**src/rtl/saxil_read_regbank.sv**
```systemverilog
// ---------------------------------------------------------------------------
// saxil_read_regbank
//
// AXI4-Lite slave read channel in front of a local bank of DEPTH registers.
// User logic writes the registers through a simple strobe/index/data side
// port; the AXI side reads them with up to RESP_DEPTH responses outstanding.
// Misaligned or out-of-range addresses return SLVERR with zero data, and
// every SLVERR issued is counted in a saturating 16-bit counter.
//
// Optional feature (compile-time macro SAXIL_READ_PROT_CHECK_EN):
//   when defined, reads that are unprivileged (arprot[0]=0) or non-secure
//   (arprot[1]=1) return SLVERR regardless of address.
//
// Ports:
//   saxil_read_regbank_clk   clock, rising edge
//   saxil_read_regbank_rst   synchronous reset, active-high
//   saxil_read_ar*           AR channel (valid/ready/addr/prot)
//   saxil_read_r*            R channel (valid/ready/data/resp)
//   reg_wr_en/idx/data       register write side port (idx >= DEPTH ignored)
//   rd_err_cnt               saturating count of SLVERR responses issued
// ---------------------------------------------------------------------------
module saxil_read_regbank #(
    parameter int                ADDR_W     = 32,
    parameter int                DATA_W     = 32,
    parameter int                DEPTH      = 16,
    parameter logic [ADDR_W-1:0] BASE_ADDR  = '0,
    parameter int                RESP_DEPTH = 2
) (
    input  logic              saxil_read_regbank_clk,
    input  logic              saxil_read_regbank_rst,
    input  logic              saxil_read_arvalid,
    output logic              saxil_read_arready,
    input  logic [ADDR_W-1:0] saxil_read_araddr,
    input  logic [2:0]        saxil_read_arprot,
    output logic              saxil_read_rvalid,
    input  logic              saxil_read_rready,
    output logic [DATA_W-1:0] saxil_read_rdata,
    output logic [1:0]        saxil_read_rresp,
    input  logic              reg_wr_en,
    input  logic [7:0]        reg_wr_idx,
    input  logic [DATA_W-1:0] reg_wr_data,
    output logic [15:0]       rd_err_cnt
);

    localparam int BYTES = DATA_W / 8;
    localparam int OFS   = $clog2(BYTES);
    localparam int IDX_W = (DEPTH > 1) ? $clog2(DEPTH) : 1;
    localparam int PTR_W = (RESP_DEPTH > 1) ? $clog2(RESP_DEPTH) : 1;
    localparam int CNT_W = $clog2(RESP_DEPTH + 1);
    localparam logic [ADDR_W-1:0] SPAN     = ADDR_W'(DEPTH * BYTES);
    localparam logic [PTR_W-1:0]  PTR_LAST = PTR_W'(RESP_DEPTH - 1);

    logic clk;
    logic srst;
    assign clk  = saxil_read_regbank_clk;
    assign srst = saxil_read_regbank_rst;

    // -----------------------------------------------------------------------
    // Register bank: one register per generate slot, flattened into a packed
    // bank so the read mux can index it.
    // -----------------------------------------------------------------------
    logic [DEPTH-1:0][DATA_W-1:0] reg_bank;

    generate
        for (genvar gi = 0; gi < DEPTH; gi++) begin : g_reg
            logic [DATA_W-1:0] val_reg;

            always_ff @(posedge clk) begin
                if (srst) begin
                    val_reg <= '0;
                end else if (reg_wr_en && (reg_wr_idx == 8'(gi))) begin
                    val_reg <= reg_wr_data;
                end
            end

            assign reg_bank[gi] = val_reg;
        end
    endgenerate

    // -----------------------------------------------------------------------
    // Queue state and handshakes
    // -----------------------------------------------------------------------
    logic [DATA_W-1:0] q_data_reg [RESP_DEPTH];
    logic [1:0]        q_resp_reg [RESP_DEPTH];
    logic [PTR_W-1:0]  rd_ptr_reg, rd_ptr_next;
    logic [PTR_W-1:0]  wr_ptr_reg, wr_ptr_next;
    logic [CNT_W-1:0]  count_reg, count_next;
    logic [15:0]       err_cnt_reg, err_cnt_next;

    logic ar_hs;
    logic r_hs;

    // arready depends only on the registered occupancy, so a pop in the same
    // cycle never opens a slot for a push when the queue is full.
    assign saxil_read_arready = (count_reg < CNT_W'(RESP_DEPTH));
    assign saxil_read_rvalid  = (count_reg != '0);
    assign ar_hs = saxil_read_arvalid & saxil_read_arready;
    assign r_hs  = saxil_read_rvalid & saxil_read_rready;

    // -----------------------------------------------------------------------
    // Address decode. The subtraction wraps, so addresses below BASE_ADDR
    // land far above SPAN and fall out as range errors.
    // -----------------------------------------------------------------------
    logic [ADDR_W-1:0] off;
    logic              misaligned;
    logic              out_of_range;
    logic              prot_err;
    logic              rd_err;
    logic [IDX_W-1:0]  rd_idx;
    logic [DATA_W-1:0] rd_data;

    assign off          = saxil_read_araddr - BASE_ADDR;
    assign misaligned   = |saxil_read_araddr[OFS-1:0];
    assign out_of_range = (off >= SPAN);
    assign rd_idx       = off[OFS +: IDX_W];

`ifdef SAXIL_READ_PROT_CHECK_EN
    assign prot_err = ~saxil_read_arprot[0] | saxil_read_arprot[1];
    logic unused_prot;
    assign unused_prot = saxil_read_arprot[2];
`else
    assign prot_err = 1'b0;
    logic unused_prot;
    assign unused_prot = ^saxil_read_arprot;
`endif

    assign rd_err = misaligned | out_of_range | prot_err;

    // The bank is sampled before this edge's user write lands, which gives
    // read-before-write on a same-index collision.
    always_comb begin
        rd_data = '0;
        if (!rd_err) begin
            rd_data = reg_bank[rd_idx];
        end
    end

    // -----------------------------------------------------------------------
    // Next-state logic for pointers, occupancy and error counter
    // -----------------------------------------------------------------------
    always_comb begin
        rd_ptr_next  = rd_ptr_reg;
        wr_ptr_next  = wr_ptr_reg;
        count_next   = count_reg;
        err_cnt_next = err_cnt_reg;

        if (ar_hs) begin
            wr_ptr_next = (wr_ptr_reg == PTR_LAST) ? '0 : wr_ptr_reg + 1'b1;
        end
        if (r_hs) begin
            rd_ptr_next = (rd_ptr_reg == PTR_LAST) ? '0 : rd_ptr_reg + 1'b1;
        end

        case ({ar_hs, r_hs})
            2'b10:   count_next = count_reg + 1'b1;
            2'b01:   count_next = count_reg - 1'b1;
            default: count_next = count_reg;
        endcase

        if (ar_hs && rd_err && (err_cnt_reg != 16'hFFFF)) begin
            err_cnt_next = err_cnt_reg + 16'd1;
        end
    end

    always_ff @(posedge clk) begin
        if (srst) begin
            rd_ptr_reg  <= '0;
            wr_ptr_reg  <= '0;
            count_reg   <= '0;
            err_cnt_reg <= '0;
        end else begin
            rd_ptr_reg  <= rd_ptr_next;
            wr_ptr_reg  <= wr_ptr_next;
            count_reg   <= count_next;
            err_cnt_reg <= err_cnt_next;
        end
    end

    // Queue payload needs no reset: it is only visible while count != 0.
    always_ff @(posedge clk) begin
        if (ar_hs) begin
            q_data_reg[wr_ptr_reg] <= rd_data;
            q_resp_reg[wr_ptr_reg] <= rd_err ? 2'b10 : 2'b00;
        end
    end

    // -----------------------------------------------------------------------
    // R channel outputs: head of queue, forced to zero when empty
    // -----------------------------------------------------------------------
    always_comb begin
        saxil_read_rdata = '0;
        saxil_read_rresp = 2'b00;
        if (saxil_read_rvalid) begin
            saxil_read_rdata = q_data_reg[rd_ptr_reg];
            saxil_read_rresp = q_resp_reg[rd_ptr_reg];
        end
    end

    assign rd_err_cnt = err_cnt_reg;

endmodule

```
**config.mk**
```make
export PLATFORM = sky130hd
export DESIGN_NAME = saxil_read_regbank
export DESIGN_NICKNAME = d
export VERILOG_FILES = /design/src/rtl/saxil_read_regbank.sv
export SDC_FILE = /design/constraint.sdc
export NUM_CORES = 1
export LEC_CHECK = 0
export ABC_CLOCK_PERIOD_IN_PS = 2500
export CELL_PAD_IN_SITES_DETAIL_PLACEMENT = 1
export CELL_PAD_IN_SITES_GLOBAL_PLACEMENT = 2
export CORE_ASPECT_RATIO = 0.9
export CORE_MARGIN = 2
export CORE_UTILIZATION = 34
export CTS_CLUSTER_SIZE = 28
export DETAILED_ROUTE_END_ITERATION = 10
export PLACE_DENSITY = 0.76
export SETUP_SLACK_MARGIN = 0.15
export SKIP_LAST_GASP = 1
export SYNTH_ARGS = -nofsm -noshare
export SYNTH_HDL_FRONTEND = slang
export SYNTH_SLANG_ARGS = --single-unit
```
**constraint.sdc**
```tcl
create_clock -name saxil_read_regbank_clk -period 2.5 [get_ports saxil_read_regbank_clk]
set_input_delay 0.25 -clock saxil_read_regbank_clk [delete_from_list [all_inputs] [get_ports saxil_read_regbank_clk]]
set_output_delay 0.25 -clock saxil_read_regbank_clk [all_outputs]
set_load 0.03 [all_outputs]
```
==> qor.csv <==
stage,metric,value,unit
critical_path,CP Max Fanout,17,
global_routing,initial antenna violation count,8,
sta,Max transition margin,50.6,%
finish,share of cells above drive strength 1,14.7,%
route,DRT antenna net count,0,
critical_path,crit path kind,reg -> out,
sta,Final Max Tran Viols,0,
floorplan,die width,292,µm
floorplan,standard-cell rows,95,
clock_network,Clock Tree Buf Depth,3,
yosys,Mean Syn Cell Area,9.01,µm²
yosys,syn_nets,2902,
critical_path,arrival time at the worst endpoint,2080,ps
power,Net Sw Frac,26.2,%
sta,Fin Clk Skew,22.0,ps
finish,"commonest non-fill, non-tap cell in the layout",nand2_1,
global_routing,total track usage,23.8,%
sta,fmax,428,MHz
clock_network,hold_buf cts,0,
power,total power draw,23.5,mW
yosys,register area share after synthesis,49.8,%
sta,worst slew pin tran,738,ps
yosys,Post-Syn Area,0.0254,mm²
critical_path,Worst EP required,2250,ps
yosys,xor and xnor fraction of the mapped netlist area,0.138,%
yosys,Post-Synth Simple-Gate Area,18.8,%
power,switching power,6.14,mW
power,Max IR drop VDD,0.350,mV
worst_hold_path,Hold Crit Depth,2,
global_routing,largest net degree at the start of global routing,83,
route,initial drt markers,1456,
critical_path,depth of the most critical reg-to-reg path,6,
critical_path,cells along the critical path,nor2_2 > buf_4 > nor2_1 > clkdlybuf4s50_1,
route,WL per Instance,23.7,µm
floorplan,IO Pins,132,
finish,P&R area growth vs syn,21.1,%
sta,Final min period,2330,ps
floorplan,Core Area,0.0743,mm²
clock_network,CTS root buf,clkbuf_16,
place,pre-CTS setup slack,138,ps
power,Power Density,763,mW/mm²
yosys,commonest register cell after synthesis,dfxtp_1,
finish,number of flip-flops under the largest register name,512,
clock_network,"CTS clk-pin slew, worst paths",60,ps
sta,RSZ-0062 raised after global routing,true,
clock_network,clk_lat worst skew,610,ps
sta,Final Worst Setup Slack,166,ps
route,# DRC,0,
power,Clock Power Share,44.5,%
global_routing,total gr overflow,0,
yosys,Mapped Cells,2820,
worst_hold_path,Min-Delay Path Class,in -> reg,
place,Detail Placement HPWL,52.9,mm
clock_network,Sink Count,599,
critical_path,CP Capture Type,primary output,
finish,nets,2924,
yosys,largest family of logic cells by synthesized area,simple AND/OR/NAND/NOR gates,
finish,most frequent cells in the layout,"nand2_1, dfxtp_1, a21oi_1",
power,Int Pwr,17.3,mW
floorplan,Die Area,0.0770,mm²
critical_path,Crit-path slowest cell,clkdlybuf4s50_1,
yosys,Yosys warning count,0,
route,Vias/cell,5.47,
place,gpl congestion,0.767,
yosys,Yosys cell types,44,
clock_network,CTS tree,built,
power,Flop pwr share,42.9,%
critical_path,crit path launch type,flip-flop,
sta,Fin. Hold Viols,0,
power,Logic pwr share,12.6,%
finish,Fillers,8298,
route,routed wire length,91.7,mm
yosys,multiplexer share of the synthesized area,15.5,%
clock_network,CTS Buf Count,68,
clock_network,CTS HTree Levels,3,
sta,final setup vio count,0,
yosys,Adder-Cell Fraction of Synth Area,0.0984,%
yosys,number of synthesized flops with an enable pin,66,
sta,period utilization,93.4,%
yosys,fraction of registers with async set/reset,0,%
global_routing,vias in the first global route,22772,
power,P_leak,10.0,nW
yosys,Seq cells post-synth,599,
route,drt pass-1 iters,5,
floorplan,Initial Util,34.2,%
floorplan,overall die height,263,µm
outcome,outcome,completed,
place,IO buf count,127,
job,max-cap viol count,0,
yosys,Compound-Gate Fraction of Synth Area,10.9,%
route,DR vias,21179,
global_routing,first-pass GRT wire length,139,mm
critical_path,CP peak stage delay,680,ps
[cells by family (layout without fill, tap and decap cells)]
family,after synthesis,after routing
adders and majority gates,2,2
AOI/OAI and AO/OA,546,546
muxes,194,194
DFF,599,599
and+or+nand+nor,1190,1190
xor gates and xnor gates,4,4
buffers and inverters,284,361
other,1,3
[stage by stage]
stage | utilization, % | std cells | area [µm²] | hold slack (ps) | TNS (ps)
2_1_floorplan | - | 2820 | 25400 | 429 | 0
3_3_place_gp | 38.1 | 3738 | 28300 | 434 | 0
3_5_place_dp | 38.1 | 3738 | 28300 | 443 | 0
4_1_cts | 41.3 | 3863 | 30700 | 82.6 | -112
5_1_grt | 41.4 | 3868 | 30800 | 144 | 0
6_report | 41.4 | 3869 | 30800 | 102 | 0
[cell type report]
class	instances	area, µm²	area share [%]
clock buffers	93	1980	6.43
multi-input cells	1937	11800	38.2
flip-flops and latches	599	12700	41.1
diodes	2	5.00	0.0163
repair buffers	231	2810	9.12
inverters	5	18.8	0.0610
clock inverters	32	349	1.13
well taps	970	1210	3.94
[synthesized netlist by cell type, drive strengths merged (2+ instances only)]
| cell type | n | area (µm²) |
|---|---|---|
| and4 | 4 | 35.0 |
| o2111ai | 2 | 17.5 |
| clkbuf | 201 | 754 |
| dfxtp | 533 | 10700 |
| o31ai | 6 | 45.0 |
| nand4b | 2 | 17.5 |
| or2 | 7 | 43.8 |
| nor2 | 52 | 195 |
| nor2b | 3 | 18.8 |
| and3 | 2 | 12.5 |
| edfxtp | 66 | 1980 |
| a21oi | 527 | 2640 |
| or4 | 7 | 52.6 |
| nand2 | 1034 | 3880 |
| and2 | 37 | 231 |
| nor3 | 3 | 30.0 |
| inv | 5 | 18.8 |
| or3 | 6 | 37.5 |
| nand4 | 6 | 37.5 |
| ha | 2 | 25.0 |
| mux4 | 160 | 3600 |
| nand3 | 6 | 30.0 |
| nand2b | 8 | 50.1 |
| xnor2 | 3 | 26.3 |
| nor3b | 2 | 15.0 |
| o21ai | 7 | 35.0 |
| mux2i | 33 | 330 |
| buf | 78 | 437 |
| nor4 | 8 | 65.1 |
[per-layer routing]
metal  vias up  share of wire [%]  track usage, %
met2       563                 47            39.2
met4         6                2.7            8.22
met3       155                5.3            3.41
met1     10897                 45            32.1
met5         -              0.043               0
li1       9558                  -               -
[critical path, delay by kind of cell, from the launching register on]
kind	cells	cell delay, ps
buf+inv	2	880
flops	1	390
simple gates	2	190
[power groups by stage]
stage | combinational (mW) | clock [mW] | sequential, mW
floorplan | 1.68 | 0 | 10.3
global placement | 2.94 | 0 | 10.3
detailed placement | 2.99 | 0 | 10.3
CTS | 2.89 | 10.7 | 10.1
global route | 3.15 | 11.0 | 10.1
finish | 2.95 | 10.5 | 10.1
[path summary, 6_finish.rpt]
kind / start / end / slack [ps]
setup / recovery: count_reg[1] / saxil_read_rdata[28] / 170
hold / removal: saxil_read_regbank_rst / rd_ptr_reg / 100
setup reg to reg: rd_err_cnt[0] / rd_err_cnt[3] / 460
hold reg to reg: g_reg[10].val_reg[16] / g_reg[10].val_reg[16] / 450
[timing repair]
| item | in CTS | in global routing |
|---|---|---|
| setup buffers | 0 | 4 |
| endpoints found under the setup margin | 33 | 18 |
| gates resized for setup | 37 | 11 |
| endpoints found under the hold margin | 0 | 0 |
| cloned | 0 | 0 |
(Power assumes the default switching activity.)
